### config.mk
export PLATFORM = sky130hd
export DESIGN_NAME = seg_scan_3
export DESIGN_NICKNAME = d
export VERILOG_FILES = /design/src/rtl/seg_pkg.sv /design/src/rtl/bin2bcd_seq.sv /design/src/rtl/seg_scan_3.sv
export SDC_FILE = /design/constraint.sdc
export NUM_CORES = 1
export LEC_CHECK = 0
export CAP_MARGIN = 20
export CORE_MARGIN = 2
export CORE_UTILIZATION = 58
export DETAILED_ROUTE_END_ITERATION = 16
export GPL_TIMING_DRIVEN = 0
export PLACE_DENSITY = 0.81
export SLEW_MARGIN = 20
export SYNTH_ARGS = -nofsm -noshare
export SYNTH_HDL_FRONTEND = slang
export SYNTH_HIERARCHICAL = 1
export SYNTH_SLANG_ARGS = --single-unit
### constraint.sdc
create_clock -name clk -period 4.9 [get_ports clk]
set_input_delay 0.49 -clock clk [delete_from_list [all_inputs] [get_ports clk]]
set_output_delay 0.49 -clock clk [all_outputs]
set_load 0.02 [all_outputs]
### src/rtl/seg_pkg.sv
// seg_pkg: shared encodings for the seg_scan_3 display stage.
// Converter FSM states, seven-segment digit patterns (active-low,
// {dp,g,f,e,d,c,b,a}) and the active-low one-hot digit enables.
package seg_pkg;

    typedef enum logic [1:0] {
        ST_IDLE  = 2'd0,
        ST_SHIFT = 2'd1,
        ST_DONE  = 2'd2
    } state_t;

    localparam logic [7:0] SEG_0     = 8'hC0;
    localparam logic [7:0] SEG_1     = 8'hF9;
    localparam logic [7:0] SEG_2     = 8'hA4;
    localparam logic [7:0] SEG_3     = 8'hB0;
    localparam logic [7:0] SEG_4     = 8'h99;
    localparam logic [7:0] SEG_5     = 8'h92;
    localparam logic [7:0] SEG_6     = 8'h82;
    localparam logic [7:0] SEG_7     = 8'hF8;
    localparam logic [7:0] SEG_8     = 8'h80;
    localparam logic [7:0] SEG_9     = 8'h90;
    localparam logic [7:0] SEG_BLANK = 8'hFF;

    localparam logic [2:0] AN_ONES = 3'b110;
    localparam logic [2:0] AN_TENS = 3'b101;
    localparam logic [2:0] AN_HUND = 3'b011;
    localparam logic [2:0] AN_OFF  = 3'b111;

    // Digit code to segment pattern; codes above 9 go dark.
    function automatic logic [7:0] seg_decode(input logic [3:0] d);
        case (d)
            4'd0:    seg_decode = SEG_0;
            4'd1:    seg_decode = SEG_1;
            4'd2:    seg_decode = SEG_2;
            4'd3:    seg_decode = SEG_3;
            4'd4:    seg_decode = SEG_4;
            4'd5:    seg_decode = SEG_5;
            4'd6:    seg_decode = SEG_6;
            4'd7:    seg_decode = SEG_7;
            4'd8:    seg_decode = SEG_8;
            4'd9:    seg_decode = SEG_9;
            default: seg_decode = SEG_BLANK;
        endcase
    endfunction

endpackage

### src/rtl/bin2bcd_seq.sv
// bin2bcd_seq: sequential double-dabble converter, 8-bit binary to
// three BCD digits. Re-runs whenever the input differs from the last
// captured value; input changes mid-conversion are ignored.
module bin2bcd_seq
    import seg_pkg::*;
(
    input  logic        clk,
    input  logic        rst,
    input  logic [7:0]  in,
    output logic [11:0] bcd,
    output logic        done
);

    state_t      r_state, w_next;
    logic [7:0]  r_last;
    logic [7:0]  r_shreg;
    logic [11:0] r_scratch;
    logic [2:0]  r_cnt;
    logic [11:0] r_bcd;
    logic        r_done;
    logic [11:0] w_adj;
    logic        w_load, w_shift, w_finish;

    // State register.
    always_ff @(posedge clk or negedge rst) begin
        if (!rst) r_state <= ST_IDLE;
        else      r_state <= w_next;
    end

    // Next-state: 8 shifts, then one DONE cycle back to IDLE.
    always_comb begin
        w_next = r_state;
        case (r_state)
            ST_IDLE:  if (in != r_last) w_next = ST_SHIFT;
            ST_SHIFT: if (r_cnt == 3'd7) w_next = ST_DONE;
            ST_DONE:  w_next = ST_IDLE;
            default:  w_next = ST_IDLE;
        endcase
    end

    // FSM outputs steering the datapath.
    always_comb begin
        w_load   = (r_state == ST_IDLE) && (in != r_last);
        w_shift  = (r_state == ST_SHIFT);
        w_finish = (r_state == ST_DONE);
    end

    // Add-3 correction on every scratch nibble that is 5 or more.
    always_comb begin
        w_adj = r_scratch;
        for (int i = 0; i < 3; i++) begin
            if (r_scratch[i*4 +: 4] >= 4'd5)
                w_adj[i*4 +: 4] = r_scratch[i*4 +: 4] + 4'd3;
        end
    end

    // Datapath: capture, shift {scratch, shreg} left, publish result.
    always_ff @(posedge clk or negedge rst) begin
        if (!rst) begin
            r_last    <= 8'd0;
            r_shreg   <= 8'd0;
            r_scratch <= 12'd0;
            r_cnt     <= 3'd0;
            r_bcd     <= 12'd0;
            r_done    <= 1'b0;
        end else begin
            r_done <= w_finish;
            if (w_load) begin
                r_shreg   <= in;
                r_last    <= in;
                r_scratch <= 12'd0;
                r_cnt     <= 3'd0;
            end
            if (w_shift) begin
                r_scratch <= {w_adj[10:0], r_shreg[7]};
                r_shreg   <= {r_shreg[6:0], 1'b0};
                r_cnt     <= r_cnt + 3'd1;
            end
            if (w_finish) r_bcd <= r_scratch;
        end
    end

    assign bcd  = r_bcd;
    assign done = r_done;

endmodule

### src/rtl/seg_scan_3.sv
// seg_scan_3: 3-digit multiplexed common-anode seven-segment driver fed
// by a sequential binary-to-BCD converter. The scan free-runs.
// Optional build macro SEG_SCAN_LZB_EN enables leading-zero blanking.
module seg_scan_3
    import seg_pkg::*;
#(
    parameter logic [15:0] SCAN_DIV = 16'd50000
) (
    input  logic        clk,
    input  logic        rst,
    input  logic [7:0]  in,
    output logic [11:0] bcd,
    output logic        done,
    output logic [2:0]  an,
    output logic [7:0]  seg
);

    logic [15:0] r_pre;
    logic [1:0]  r_idx;
    logic [2:0]  r_an;
    logic [7:0]  r_seg;
    logic        w_wrap;
    logic [3:0]  w_digit;
    logic [2:0]  w_an;
    logic        w_blank;
    logic [11:0] w_bcd;

    bin2bcd_seq u_conv (
        .clk  (clk),
        .rst  (rst),
        .in   (in),
        .bcd  (w_bcd),
        .done (done)
    );

    assign w_wrap = (r_pre == SCAN_DIV - 16'd1);

    // Prescaler and digit index: index steps 0->1->2->0 on each wrap.
    always_ff @(posedge clk or negedge rst) begin
        if (!rst) begin
            r_pre <= 16'd0;
            r_idx <= 2'd0;
        end else if (w_wrap) begin
            r_pre <= 16'd0;
            r_idx <= (r_idx == 2'd2) ? 2'd0 : r_idx + 2'd1;
        end else begin
            r_pre <= r_pre + 16'd1;
        end
    end

    // Select the digit and its enable for the current index.
    always_comb begin
        w_an    = AN_OFF;
        w_digit = 4'd0;
        w_blank = 1'b0;
        case (r_idx)
            2'd0: begin w_an = AN_ONES; w_digit = w_bcd[3:0];  end
            2'd1: begin w_an = AN_TENS; w_digit = w_bcd[7:4];  end
            2'd2: begin w_an = AN_HUND; w_digit = w_bcd[11:8]; end
            default: w_blank = 1'b1;
        endcase
`ifdef SEG_SCAN_LZB_EN
        if (r_idx == 2'd2 && w_bcd[11:8] == 4'd0)
            w_blank = 1'b1;
        if (r_idx == 2'd1 && w_bcd[11:8] == 4'd0 && w_bcd[7:4] == 4'd0)
            w_blank = 1'b1;
`endif
    end

    // Output register: enables and pattern move together each cycle.
    always_ff @(posedge clk or negedge rst) begin
        if (!rst) begin
            r_an  <= AN_OFF;
            r_seg <= SEG_BLANK;
        end else begin
            r_an  <= w_an;
            r_seg <= w_blank ? SEG_BLANK : seg_decode(w_digit);
        end
    end

    assign bcd = w_bcd;
    assign an  = r_an;
    assign seg = r_seg;

endmodule

==> flow_summary.json <==
{
  "grtUsageMet2_pct": 33.7,
  "crit_family": "compound AO/OA/AOI/OAI gates",
  "grt_max_degree": 47,
  "slew_headroom_pct": 52.0,
  "critPathBufInv": 1,
  "drtAntennaViolNets": 0,
  "port_buffers": 32,
  "wl_per_cell_um": 14.9,
  "muxShareOfSynthArea_pct": 8.74,
  "worstMarginPinSlew_ps": 716,
  "setup_ws_ps": 2840,
  "diodes": 0,
  "vias_per_cell": 5.77,
  "min_period_over_period_pct": 42.0,
  "power_density_nw_per_um2": 591,
  "slowest_stage": "o31ai_2",
  "setup_viol": 0,
  "htree_num_levels": 3,
  "p_sw_uw": 856,
  "routabilityCongestion": 0.778,
  "cp-end-kind": "register",
  "peakVddDrop_v": 0.000385,
  "cts_resized": 0,
  "drc": 0,
  "combPwrFrac_pct": 38.2,
  "cts_buffers": 9,
  "synthTopCellsByArea": "dfrtp_1 (45%), dfstp_2 (7.4%), mux2_2 (5.1%), ha_1 (4.9%), xnor2_1 (3.9%)",
  "grt_pass1_vias": 2442,
  "rows": 28,
  "dieHeight_um": 82.2,
  "required_ps": 5170,
  "synth_most_common_cell": "dfrtp_1",
  "status": "complete, no violations",
  "worstSetupPathType": "primary input to register",
  "ys_ff_latch": 74,
  "synth-compound-area-share_pct": 11.1,
  "nets": 382,
  "rsz0062_at_grt": "no",
  "cts_setup_buffers": 0,
  "synthSimpleGateAreaFrac_pct": 12.8,
  "final_area_um2": 4240,
  "yosysWarnings": 6,
  "path_cells": "clkdlybuf4s50_1, xnor2_1, nand4_1, o31ai_2, mux2_2",
  "holdBufCountCts": 0,
  "worstSetupStartpointType": "primary input",
  "drt-total-wl_um": 6510,
  "die-width_um": 82.2,
  "drv_slew": 0,
  "synth.avg_cell_area_um2": 11.3,
  "vias": 2529,
  "finalSetupTns_ps": 0,
  "antenna_found_initial": 0,
  "drt_iter0_drc": 79,
  "yosys-top-cells-count": "dfrtp_1 (64), nand2_1 (29), o21ai_0 (21)",
  "syn_inst": 314,
  "p_sw_share_pct": 34.2,
  "intPower_mw": 1.65,
  "finClkSkew_ps": 11.3,
  "synth_cell_types": 46,
  "hold-worst-slack_ps": 63.3,
  "min_period_ps": 2060,
  "synth-edff-count": 0,
  "seqPwrFrac_pct": 38.4,
  "synth_top_family_by_area": "simple AND/OR/NAND/NOR gates",
  "clk_pin_slew_ps": 80,
  "start_util_pct": 60.0,
  "synth_sequential_area_ratio_pct": 52.5,
  "power_mw": 2.51,
  "dp_hpwl_um": 4650,
  "synth_fa_ha_area_share_pct": 4.93,
  "syn_area_um2": 3550,
  "grt_pass1_wl_um": 11200,
  "area_growth_pct": 19.5,
  "synth_top_area_cell": "dfrtp_1",
  "drv_cap": 0,
  "core-area_um2": 5920,
  "crit_arrival_ps": 2330,
  "die_area_um2": 6760,
  "synthArstFlopShare_pct": 100,
  "cts-root-buf": "clkbuf_8",
  "critical_path.max_fanout": 9,
  "p_leak_nw": 1.82,
  "placed_area_um2": 3990,
  "use_met3_pct": 4.24,
  "grt-ovfl-total": 0,
  "io_pins": 34,
  "hold_violations": 0,
  "use_met1_pct": 29.5,
  "ys.flop_type": "dfrtp_1",
  "hold_class": "primary input to async pin",
  "synth_top_area_share_pct": 45.1,
  "layout-drive-gt1-share_pct": 15.4,
  "grt_busiest_layer": "met2",
  "clkLatencyLatePin_ps": 340,
  "track_usage_pct": 21.8,
  "slowest_delay_ps": 680,
  "p_clk_share_pct": 23.4,
  "clk_path_buf_depth": 2,
  "dp_slack_ps": 2480,
  "cts_tree": "yes",
  "synth_xor_area_share_pct": 6.17,
  "clock-sinks": 74,
  "max_freq_ghz": 0.486,
  "synth_nets": 338,
  "drtPass1Iterations": 4
}
==> worst paths after layout <==
check / startpoint / end / slack [ps] / cells after the start
min in group clk: r_pre[0] / r_pre[0] / 450 / 1
max: in[2] / u_conv/r_cnt[0] / 2840 / 5
max in group asynchronous: rst / seg[6] / 4240 / 2
max reg2reg: r_idx[1] / seg[3] / 3060 / 7
min reg2reg: r_pre[0] / r_pre[0] / 450 / 1
min: rst / r_pre[13] / 60 / 1
==> routing by layer <==
layer  wire length [um]  vias to the layer above  share of wire, %
li1                   -                     1190                 -
met1               2950                     1256                45
met2               3150                       67                48
met3                275                       16               4.2
met4                141                        0               2.2
met5                  0                        -                 0
==> area by class of cell <==
| class | count | area [um2] |
|---|---|---|
| flip-flops and latches | 74 | 1860 |
| fillers | 433 | 1680 |
| multi-input cells | 211 | 1560 |
| repair buffers | 33 | 345 |
| clock buffers | 11 | 151 |
| clock inverters | 5 | 100 |
| well taps | 75 | 93.8 |
| plain buffers | 12 | 63.8 |
| inverters | 17 | 63.8 |
==> power by group through the flow <==
stage / registers, mW / logic, mW / clock network (mW)
after floorplan: 1.02 / 0.593 / 0
after detailed placement: 0.968 / 0.960 / 0
after global routing: 0.986 / 1.07 / 0.622
after CTS: 0.959 / 0.963 / 0.595
final: 0.961 / 0.957 / 0.587
after global placement: 0.962 / 0.918 / 0
==> worst reg2reg max path, cell delays in order, from the launching register on <==
cell	delay (ps)
dfrtp_1	330
buf_2	200
nor2b_1	330
o2bb2ai_1	230
inv_1	130
ha_1	320
mux2i_1	70
o21ai_0	160
==> logic make-up (layout without fill, tap and decap cells) <==
family	Yosys count	in the layout
other	1	1
muxes	29	29
AOI/OAI and AO/OA	57	57
adders and majority gates	14	14
xor gates and xnor gates	25	25
DFF	74	74
and+or+nand+nor	85	85
buffers and inverters	29	78
==> through the flow <==
| step | instances | util [%] |
|---|---|---|
| 6_report | 438 | 71.6 |
| 5_1_grt | 438 | 71.6 |
| 4_1_cts | 438 | 71.6 |
| 3_5_place_dp | 422 | 67.4 |
| 3_3_place_gp | 421 | 67.0 |
| 2_1_floorplan | 314 | - |
==> flip-flops by register name (all words and copies together) (netlist names) <==
signal,count
an,3
u_conv/r_cnt,3
u_conv/done,1
r_idx,2
r_pre,16
u_conv/r_state,2
u_conv/r_last,8
u_conv/r_shreg,8
u_conv/r_scratch,12
seg,7
u_conv/bcd,12
==> cell usage in the layout, fill, tap and decap left out, drive strengths merged, types with 2 or more instances in the layout <==
cell type       n
dfrtp          64
clkdlybuf4s50  31
nand2          29
o21ai          23
inv            17
clkbuf         17
xnor2          16
mux2           16
ha             14
mux2i          13
nor2           12
dfstp          10
and2            9
xor2            9
a221o           8
nand4           8
buf             8
nand2b          6
o22ai           5
a21oi           5
o2bb2ai         5
nand3           4
nor2b           3
bufinv          3
nor4b           3
a31oi           3
nor4            3
nand3b          2
clkinv          2
o32ai           2
o31ai           2
Note: power is estimated with default switching activity, not from simulation.
